$ cat src/rtl/pipeid_hazard.sv
// IF/ID pipeline register with load-use stall control and
// EX/MEM/WB operand forwarding selects for the decode stage.
module pipeid_hazard #(
   parameter int WIDTH    = 32,
   parameter int RA_W     = 5,
   parameter int LOAD_LAT = 1,
   parameter int BR_FLUSH = 0
) (
   input  logic             clock,
   input  logic             resetn,
   input  logic [WIDTH-1:0] fpc4,
   input  logic [WIDTH-1:0] finst,
   output logic [WIDTH-1:0] dpc4,
   output logic [WIDTH-1:0] dinst,
   input  logic             use_rs,
   input  logic             use_rt,
   input  logic             taken,
   input  logic [RA_W-1:0]  ern,
   input  logic             ewreg,
   input  logic             em2reg,
   input  logic [RA_W-1:0]  mrn,
   input  logic             mwreg,
   input  logic             mm2reg,
   input  logic [RA_W-1:0]  wrn,
   input  logic             wwreg,
   output logic [2:0]       fwda,
   output logic [2:0]       fwdb,
   output logic             wpcir,
   output logic             dbubble
);

   typedef enum logic {
      RUN  = 1'b0,
      HOLD = 1'b1
   } state_t;

   localparam logic [1:0] LD_CNT = 2'(LOAD_LAT - 1);
   localparam logic [2:0] F_REG = 3'd0;
   localparam logic [2:0] F_EALU = 3'd1;
   localparam logic [2:0] F_MALU = 3'd2;
   localparam logic [2:0] F_MMO = 3'd3;
   localparam logic [2:0] F_WDI = 3'd4;

   logic [RA_W-1:0] rs;
   logic [RA_W-1:0] rt;
   logic [1:0]      scnt;
   logic [1:0]      scnt_nxt;
   state_t          state;
   logic            lu;
   logic            stall;
   logic            flush;

   assign rs = dinst[21 +: RA_W];
   assign rt = dinst[16 +: RA_W];

   // EX results from a load are not ready yet, so EX is skipped for loads
   function automatic logic [2:0] fwd_sel(
      input logic [RA_W-1:0] s,
      input logic [RA_W-1:0] e_rn,
      input logic            e_wr,
      input logic            e_ld,
      input logic [RA_W-1:0] m_rn,
      input logic            m_wr,
      input logic            m_ld,
      input logic [RA_W-1:0] w_rn,
      input logic            w_wr
   );
      logic [2:0] sel;
      sel = F_REG;
      if (s == '0)
         sel = F_REG;
      else if (e_wr && e_rn == s && !e_ld)
         sel = F_EALU;
      else if (m_wr && m_rn == s)
         sel = m_ld ? F_MMO : F_MALU;
      else if (w_wr && w_rn == s)
         sel = F_WDI;
      return sel;
   endfunction

   always_comb begin
      fwda = fwd_sel(rs, ern, ewreg, em2reg,
                     mrn, mwreg, mm2reg, wrn, wwreg);
      fwdb = fwd_sel(rt, ern, ewreg, em2reg,
                     mrn, mwreg, mm2reg, wrn, wwreg);
   end

   assign lu = ewreg & em2reg & (ern != '0)
             & ((use_rs & (ern == rs))
              | (use_rt & (ern == rt)));

   assign state = (scnt != 2'd0) ? HOLD : RUN;

   always_comb begin
      scnt_nxt = scnt;
      stall    = 1'b0;
      unique case (state)
         RUN: begin
            stall = lu;
            if (lu)
               scnt_nxt = LD_CNT;
         end
         HOLD: begin
            stall    = 1'b1;
            scnt_nxt = scnt - 2'd1;
         end
         default: begin
            scnt_nxt = 2'd0;
            stall    = 1'b0;
         end
      endcase
   end

   always_ff @(posedge clock or negedge resetn) begin
      if (!resetn)
         scnt <= 2'd0;
      else
         scnt <= scnt_nxt;
   end

   assign wpcir   = ~stall;
   assign dbubble = stall;

   // a taken branch is only honoured once the stall has cleared
   assign flush = (BR_FLUSH != 0) & taken;

   always_ff @(posedge clock or negedge resetn) begin
      if (!resetn) begin
         dpc4  <= '0;
         dinst <= '0;
      end else if (!stall) begin
         dpc4  <= fpc4;
         dinst <= flush ? '0 : finst;
      end
   end

endmodule

$ cat config.mk
export PLATFORM = sky130hd
export DESIGN_NAME = pipeid_hazard
export DESIGN_NICKNAME = d
export VERILOG_FILES = /design/src/rtl/pipeid_hazard.sv
export SDC_FILE = /design/constraint.sdc
export NUM_CORES = 1
export LEC_CHECK = 0
export CORE_ASPECT_RATIO = 2
export CORE_MARGIN = 1
export CORE_UTILIZATION = 24
export CTS_BUF_LIST = sky130_fd_sc_hd__clkbuf_16
export DETAILED_ROUTE_END_ITERATION = 6
export HOLD_SLACK_MARGIN = 0.02
export SLEW_MARGIN = 20
export SYNTH_ARGS = -nofsm -noshare
export SYNTH_HDL_FRONTEND = slang
export SYNTH_SLANG_ARGS = --single-unit
$ cat constraint.sdc
create_clock -name clock -period 3.1 [get_ports clock]
set_input_delay 0.465 -clock clock [delete_from_list [all_inputs] [get_ports clock]]
set_output_delay 0.465 -clock clock [all_outputs]
set_load 0.1 [all_outputs]
Yosys cells after proc, flatten, opt, wreduce, memory -nomap -nowiden. Index checks and enable logic that the tools add are counted.

Reduce and logical (&&, ||, !) cells: 13. Bitwise operators: 8. Equality and inequality tests: 7. Mux-type cells: 13. Add/sub/neg operators: 1.

Operators by type and width (count): $eq A5 B5 Y1 (6); $mux W3 (8); $logic_not A5 Y1 (2); $logic_and A1 B1 Y1 (8); $and A1 B1 Y1 (5); $reduce_bool A5 Y1 (1); $pmux W2 S2 (1); $mux W1 (2); $mux W2 (1); $ne A2 B2 Y1 const B (1); $not A1 Y1 (2); $pmux W1 S2 (1); $reduce_bool A2 Y1 (1); $sub A2 B1 Y2 const B (1); $logic_not A1 Y1 (1); $or A1 B1 Y1 (1).

Output and inout port bits: 72. Bits in registers: 66.

Longest topological paths before layout. Gate-level depths: netlist of the first run.

Depth after elaboration: 6. Gate-level depth with buffers: 8.

Worst setup path before layout of the first run. OpenSTA, ideal clock, no wires.

Path type: reg-to-output. Start: register dinst[21]. End: output port fwda[2]. Setup slack: -1.065 ns. Stages on the path, launching flop included: 7. Buffers on the path: 1. Data arrival time: 3.700 ns. Cells stage by stage: dfrtp_1 > clkbuf_1 > xnor2_1 > nand4_1 > or3_1 > o21ai_0 > nor3_1.

Longest elaborated chain between the ends: 6.

RTL lines: start, declared (RTL line 14) `output logic [WIDTH-1:0] dinst,`; start signal, assigned (RTL line 133) `dinst <= flush ? '0 : finst;`; $eq A5 B5 Y1 (RTL line 76) `else if (w_wr && w_rn == s)`; $logic_and A1 B1 Y1 (RTL line 76); $mux W3 (RTL line 76); $mux W3 (RTL line 74) `else if (m_wr && m_rn == s)`; $mux W3 (RTL line 72) `else if (e_wr && e_rn == s && !e_ld)`; $mux W3 * (RTL line 70) `if (s == '0)`; end, declared (RTL line 26) `output logic [2:0] fwda,`.

Mark *: on every way between the ends. The rest lies on a longest branch, timed or not.

Worst setup path after layout of the first run.
Start: input port ern[0]. End: output port dbubble.

Longest elaborated chain between the ends: 5.

RTL lines: start, declared (RTL line 18) `input logic [RA_W-1:0] ern,`; $eq A5 B5 Y1 (on tied branches) (RTL line 89, 90); $and A1 B1 Y1 (on tied branches) (RTL line 89, 90); $or A1 B1 Y1 (RTL line 90) `| (use_rt & (ern == rt)));`; $and A1 B1 Y1 * (RTL line 89) `& ((use_rs & (ern == rs))`; $pmux W1 S2 * (RTL line 97) `unique case (state)`; end, declared (RTL line 29) `output logic dbubble`.

Marks and branches as above.

==> results of run 1 <==
worst max-delay path: stages:
cell             delay (ns)
clkdlybuf4s50_1        0.47
or3_1                  0.40
o311a_1                0.33
a211oi_4               0.28
buf_12                 0.21
clkinvlp_4             0.12
buf_12                 0.17
state kept, by name, indices dropped and copies added (netlist names):
signal,count
dinst,32
scnt,2
dpc4,32
per-stage QoR:
step                instances  setup TNS (ns)  cell area, um2  worst slack, ns
floorplan                 207       -0.000300            2960        -0.000300
global placement          507               0            4650            0.171
detailed placement        507               0            4650            0.144
CTS                       523               0            4910            0.141
global route              523               0            4910           0.0743
finish                    523               0            4910            0.168
placed cells by master (no fill, tap or decap), types with 3 or more instances in the layout:
cell type / instances
clkdlybuf4s50_1: 86
buf_4: 67
dfrtp_1: 56
mux2_1: 40
mux2_2: 24
xor2_1: 18
xnor2_1: 12
dfrtp_2: 10
buf_12: 10
clkbuf_16: 9
inv_1: 7
nor4_1: 4
or3_1: 3
final timing paths:
path / slack, ns / end / depth (start not counted)
hold / removal: 0.14 / dpc4[22] / 1
setup / recovery: 0.17 / dbubble / 7
max in group asynchronous: 2.21 / dinst[20] / 2
hold reg to reg: 0.49 / dinst[9] / 1
setup reg to reg: 0.85 / dinst[0] / 7
min in group clock: 0.49 / dinst[9] / 1
final cells by class:
class | instances | share of cell area [%]
Clock buffer | 9 | 4.59
Clock inverter | 7 | 0.663
Inverter | 4 | 0.382
Multi-Input combinational cell | 128 | 24.8
Sequential cell | 66 | 33.9
Tap cell | 145 | 3.70
Timing Repair Buffer | 164 | 32.0
report_power, final:
group          internal, mW  switching (mW)
sequential            0.911          0.0393
combinational         0.218           0.464
clock                 0.525           0.343
total                  1.65           0.846
kinds of logic (layout without fill, tap and decap cells):
logic type      Yosys count  after routing  share of synthesized area, %
compound gates            7              7                          1.76
xor+xnor                 30             30                          8.99
buf+inv                  13            184                          2.91
flops                    66             66                          56.5
mux                      64             64                          24.7
simple gates             27             27                          5.18
metal layers:
| layer | part of all wire, % | up-vias |
|---|---|---|
| li1 | - | 1053 |
| met1 | 32 | 1119 |
| met2 | 60 | 87 |
| met3 | 4.4 | 16 |
| met4 | 3.1 | 0 |
| met5 | 0 | - |
==> metrics.txt, run 1 <==
vias per cell=4.35; Post-synth top flop=dfrtp_1; vias in the first global route=2,472; relative slew slack=62.3%; Hold Buf Count CTS=0; hold_ws=0.137 ns; initial DRC count=53; measured slew at the worst slew-check pin=0.565 ns; DRT Wirelength=8790 um; initial antenna violation count=0; outcome=finished clean; post-synthesis sequential area ratio=56.5%; final period utilization=94.6%; die span in x=80.0 um; clk sinks=66; post-synthesis cell area=0.00292 mm2; Power Density=510 mW/mm2; final core utilization=41.7%; met1 usage=13.2%; syn avg cell area=14.1 um2; CTS tree=built; Post-CTS Setup Bufs=0; # Max-Cap Violations=0; WP data required=2.63 ns; die height=158 um; total grt overflow=0; CP max FO=18; Resized Gates After CTS=0; layout cell share with drive strength beyond 1=34.9%; clk root buf=clkbuf_16; Syn Inst Count=207; I/O pin cnt=161; detailed-route wire length per cell=16.8 um; crit start category=input port; R2R Path Start=dinst[21]; total power=2.50 mW; gr busiest metal=met2; H-tree levels=3; Syn Nets=296; ANT nets after route=0; Clock Skews=0.0102 ns; register bit count reported by yosys=66; DRC viols=0; Period minus WS final=2.93 ns; largest area contributor in the netlist=dfrtp_1; die area=0.0127 mm2; count of unique library cells instantiated by Yosys=27; final hold vios=0; final setup fails=0; worst setup path category=input port to output pin; fmax=0.341 GHz; GRT Total Usage=14.4%; max-slew violations=0; FF+latch area=0.00166 mm2; detailed-route via count=2,275; CP Data Arrival Time=2.47 ns; row count=56; dpl hpwl=6880 um; Ys Warns=0; CTS buffer count=9; most frequent cell after synthesis=dfrtp_1; met3 usage=3.00%; Synth-to-Final Area Change=67.9%; Clock Tree Buf Depth=2; largest net degree at the start of global routing=36; ys async rst share=100%; antenna diode instance count=0; post-synth top area share=56.5%; Leak Pwr=2.10 nW; Crit. End Element=output pin; leading post-synthesis cells by cell area=dfrtp_1 57%, mux2_1 15%, mux2_2 9.2%; Routability Congestion=0.755; core area=0.0118 mm2; Hold Path Class=input port to asynchronous set/reset pin; drt pass-1 iters=4; Fill cells=1,133; multi-input logic area=0.00122 mm2; Clk pin slew, worst setup/hold paths=0.05 ns; clk_lat worst skew=0.32 ns; first-pass GRT wire length=13,100 um; RSZ-0062 raised after global routing=false; I/O Buffers=159; Final nets=462; Max VDD drop=0.295 mV; Setup crit start=ern[0]; met2 Use GR=28.4%; initial core utilization=24.8%; Post-synth EDFFs=0; Post-synth top cells=66 x dfrtp_1, 40 x mux2_1, 24 x mux2_2
Power figures use the tool's default switching activity.
==> run 2, diff against run 1 <==
--- a/config.mk
+++ b/config.mk
@@ -11,6 +11,7 @@
 export CTS_BUF_LIST = sky130_fd_sc_hd__clkbuf_16
 export DETAILED_ROUTE_END_ITERATION = 6
 export HOLD_SLACK_MARGIN = 0.02
+export SKIP_CTS_REPAIR_TIMING = 1
 export SLEW_MARGIN = 20
 export SYNTH_ARGS = -nofsm -noshare
 export SYNTH_HDL_FRONTEND = slang
==> results of run 2 <==
The final DEF is identical to that of run 1; final timing and power are the same.
==> run 3, diff against run 2 <==
--- a/config.mk
+++ b/config.mk
@@ -11,6 +11,7 @@
 export CTS_BUF_LIST = sky130_fd_sc_hd__clkbuf_16
 export DETAILED_ROUTE_END_ITERATION = 6
 export HOLD_SLACK_MARGIN = 0.02
+export RECOVER_POWER = 100
 export SKIP_CTS_REPAIR_TIMING = 1
 export SLEW_MARGIN = 20
 export SYNTH_ARGS = -nofsm -noshare
==> run 3 against run 2 <==
Sequential cell count unchanged. Maximum frequency shrank 0.73%. Sequential power is essentially flat. Register-to-register slack lost 0.24 ns. Critical path type unchanged. Core utilization decreased by 2.8 points. Sequential share of layout area up 2.4 points. Clock-buffer cell count did not move. Wire length is 0.31% higher. Global-route usage unchanged.
==> metrics.txt, run 3 (synthesis gave the netlist of run 1 again) <==
r2r setup slk=0.61 ns (was 0.85 ns); dpl hpwl=6880 um (unchanged); I/O Buffers=159 (unchanged); Clock Skews=0.00991 ns (was 0.0102 ns); final hold vios=0 (unchanged); R2R Path Start=dinst[21] (unchanged); clk_lat worst skew=0.32 ns (about the same); CTS tree=built (unchanged); Final nets=462 (unchanged); final setup fails=0 (unchanged); Crit. End Element=output pin (unchanged); Largest regs=dinst (32), dpc4 (32), scnt (2) (unchanged); fmax=0.339 GHz (was 0.341 GHz); row count=56 (unchanged); Layout Cells excl Fill=523 (unchanged); Setup TNS=0 ns (unchanged); layout cell share with drive strength beyond 1=16.7% (was 34.9%); Synth-to-Final Area Change=56.6% (was 67.9%); max-slew violations=0 (unchanged); most frequent cells in the layout=85 x clkdlybuf4s50_1, 67 x clkbuf_1, 56 x dfrtp_1 (was 86 x clkdlybuf4s50_1, 67 x buf_4, 56 x dfrtp_1); RSZ-0062 raised after global routing=false (unchanged); antenna diode instance count=0 (unchanged); Clk pin slew, worst setup/hold paths=0.05 ns (about the same); initial core utilization=24.8% (unchanged); Routability Congestion=0.755 (unchanged); H-tree levels=3 (unchanged); GRT Total Usage=14.4% (unchanged); crit-path cells=clkdlybuf4s50_1, or3_1, o311a_1, a211oi_4, buf_12, buf_4 (was clkdlybuf4s50_1, or3_1, o311a_1, a211oi_4, buf_12, clkinvlp_4, buf_12); relative slew slack=13.1% (was 62.3%); total grt overflow=0 (unchanged); FF+latch area=0.00166 mm2 (unchanged); most common cell after layout, fill and taps aside=clkdlybuf4s50_1 (unchanged); initial antenna violation count=0 (unchanged); DRT Wirelength=8820 um (was 8790 um); vias in the first global route=2,472 (unchanged); Worst R2R End=dpc4[20] (was dinst[0]); CP Buf/Inv Count=3 (was 4); CP max FO=18 (unchanged); die span in x=80.0 um (unchanged); CTS buffer count=9 (unchanged); Power Density=536 mW/mm2 (was 510 mW/mm2); met1 usage=13.2% (unchanged); first-pass GRT wire length=13,100 um (unchanged); clk sinks=66 (unchanged); gr busiest metal=met2 (unchanged); outcome=finished clean (unchanged); drt pass-1 iters=4 (unchanged); max incr delay on CP=0.48 ns (was 0.47 ns); crit start category=input port (unchanged); Hold Path Class=input port to asynchronous set/reset pin (unchanged); I/O pin cnt=161 (unchanged); worst setup path category=input port to output pin (unchanged); Max VDD drop=0.295 mV (about the same); CP Data Arrival Time=2.49 ns (was 2.47 ns); Post-Layout Inst Area=0.00458 mm2 (was 0.00491 mm2); DP Area=0.00465 mm2 (unchanged); die area=0.0127 mm2 (unchanged); DRC viols=0 (unchanged); Fill cells=1,181 (was 1,133); ANT nets after route=0 (unchanged); Period minus WS final=2.95 ns (was 2.93 ns); measured slew at the worst slew-check pin=1.30 ns (was 0.565 ns); clk root buf=clkbuf_16 (unchanged); cell family with most CP delay=buffers and inverters (unchanged); final period utilization=95.3% (was 94.6%); detailed-route via count=2,277 (was 2,275); Leak Pwr=1.83 nW (was 2.10 nW); core area=0.0118 mm2 (unchanged); multi-input logic area=0.00121 mm2 (was 0.00122 mm2); die height=158 um (unchanged); worst r2r path cells=7 (unchanged); met3 usage=3.00% (unchanged); Clock Tree Buf Depth=2 (unchanged); met2 Use GR=28.4% (unchanged); Placed Instances=507 (unchanged); WP data required=2.63 ns (about the same); initial DRC count=39 (was 53); detailed-route wire length per cell=16.9 um (was 16.8 um); slowest CP cell=clkdlybuf4s50_1 (unchanged); # Max-Cap Violations=0 (unchanged); largest net degree at the start of global routing=36 (unchanged); vias per cell=4.35 (about the same)
-- run 3: cell types whose count changed in the layout (fill, tap and decap cells not counted) --
cell	before	now
clkbuf_2	0	2
buf_12	10	5
and2_1	1	0
nor3_2	2	0
clkdlybuf4s50_1	86	85
buf_4	67	1
dlygate4sd3_1	0	1
nor3_1	0	2
clkbuf_1	0	67
and2_0	0	1
clkbuf_4	0	2
-- run 3: routing by layer --
layer	share of wire, %	vias up
li1	-	1056
met1	33	1119
met2	60	87
met3	4.3	15
met4	3.1	0
met5	0	-
-- run 3: worst reg2reg max path, stage by stage (launching register included) --
cell      delay [ns]
dfrtp_2         0.48
xnor2_1         0.19
nand4_1         0.15
o32ai_1         0.45
a211oi_4        0.13
buf_12          0.18
clkbuf_4        0.37
mux2_1          0.43
-- run 3: worst max-delay path by stage --
stage                   start  endpoint  cells past startpoint
floorplan           dinst[21]   fwda[2]                      6
global placement       ern[0]   dbubble                      7
detailed placement     ern[0]  dinst[0]                      7
CTS                    ern[0]   dbubble                      7
global route           ern[0]     wpcir                      6
finish                 ern[0]     wpcir                      6
-- run 3: layout make-up --
class	count	area share, %
Clock buffer	9	4.92
Multi-Input combinational cell	128	26.3
Clock inverter	7	0.711
Inverter	4	0.410
Tap cell	145	3.96
Timing Repair Buffer	164	27.3
Sequential cell	66	36.3
-- run 3: where the power goes --
group,leakage [nW],internal [mW],switching [mW]
clock network,0.140,0.525,0.343
registers,0.764,0.911,0.0377
logic,0.926,0.172,0.463
total,1.83,1.61,0.844
-- run 3: through the flow --
step | total power, mW | hold slack (ns) | worst slack (ns) | utilization, %
global route | 2.57 | 0.498 | 0.0691 | 38.9
finish | 2.45 | 0.420 | 0.146 | 38.9
global placement | 1.64 | 0.468 | 0.171 | 39.5
floorplan | 1.40 | 0.169 | -0.000300 | -
detailed placement | 1.65 | 0.476 | 0.144 | 39.5
CTS | 2.55 | 0.137 | 0.141 | 41.7
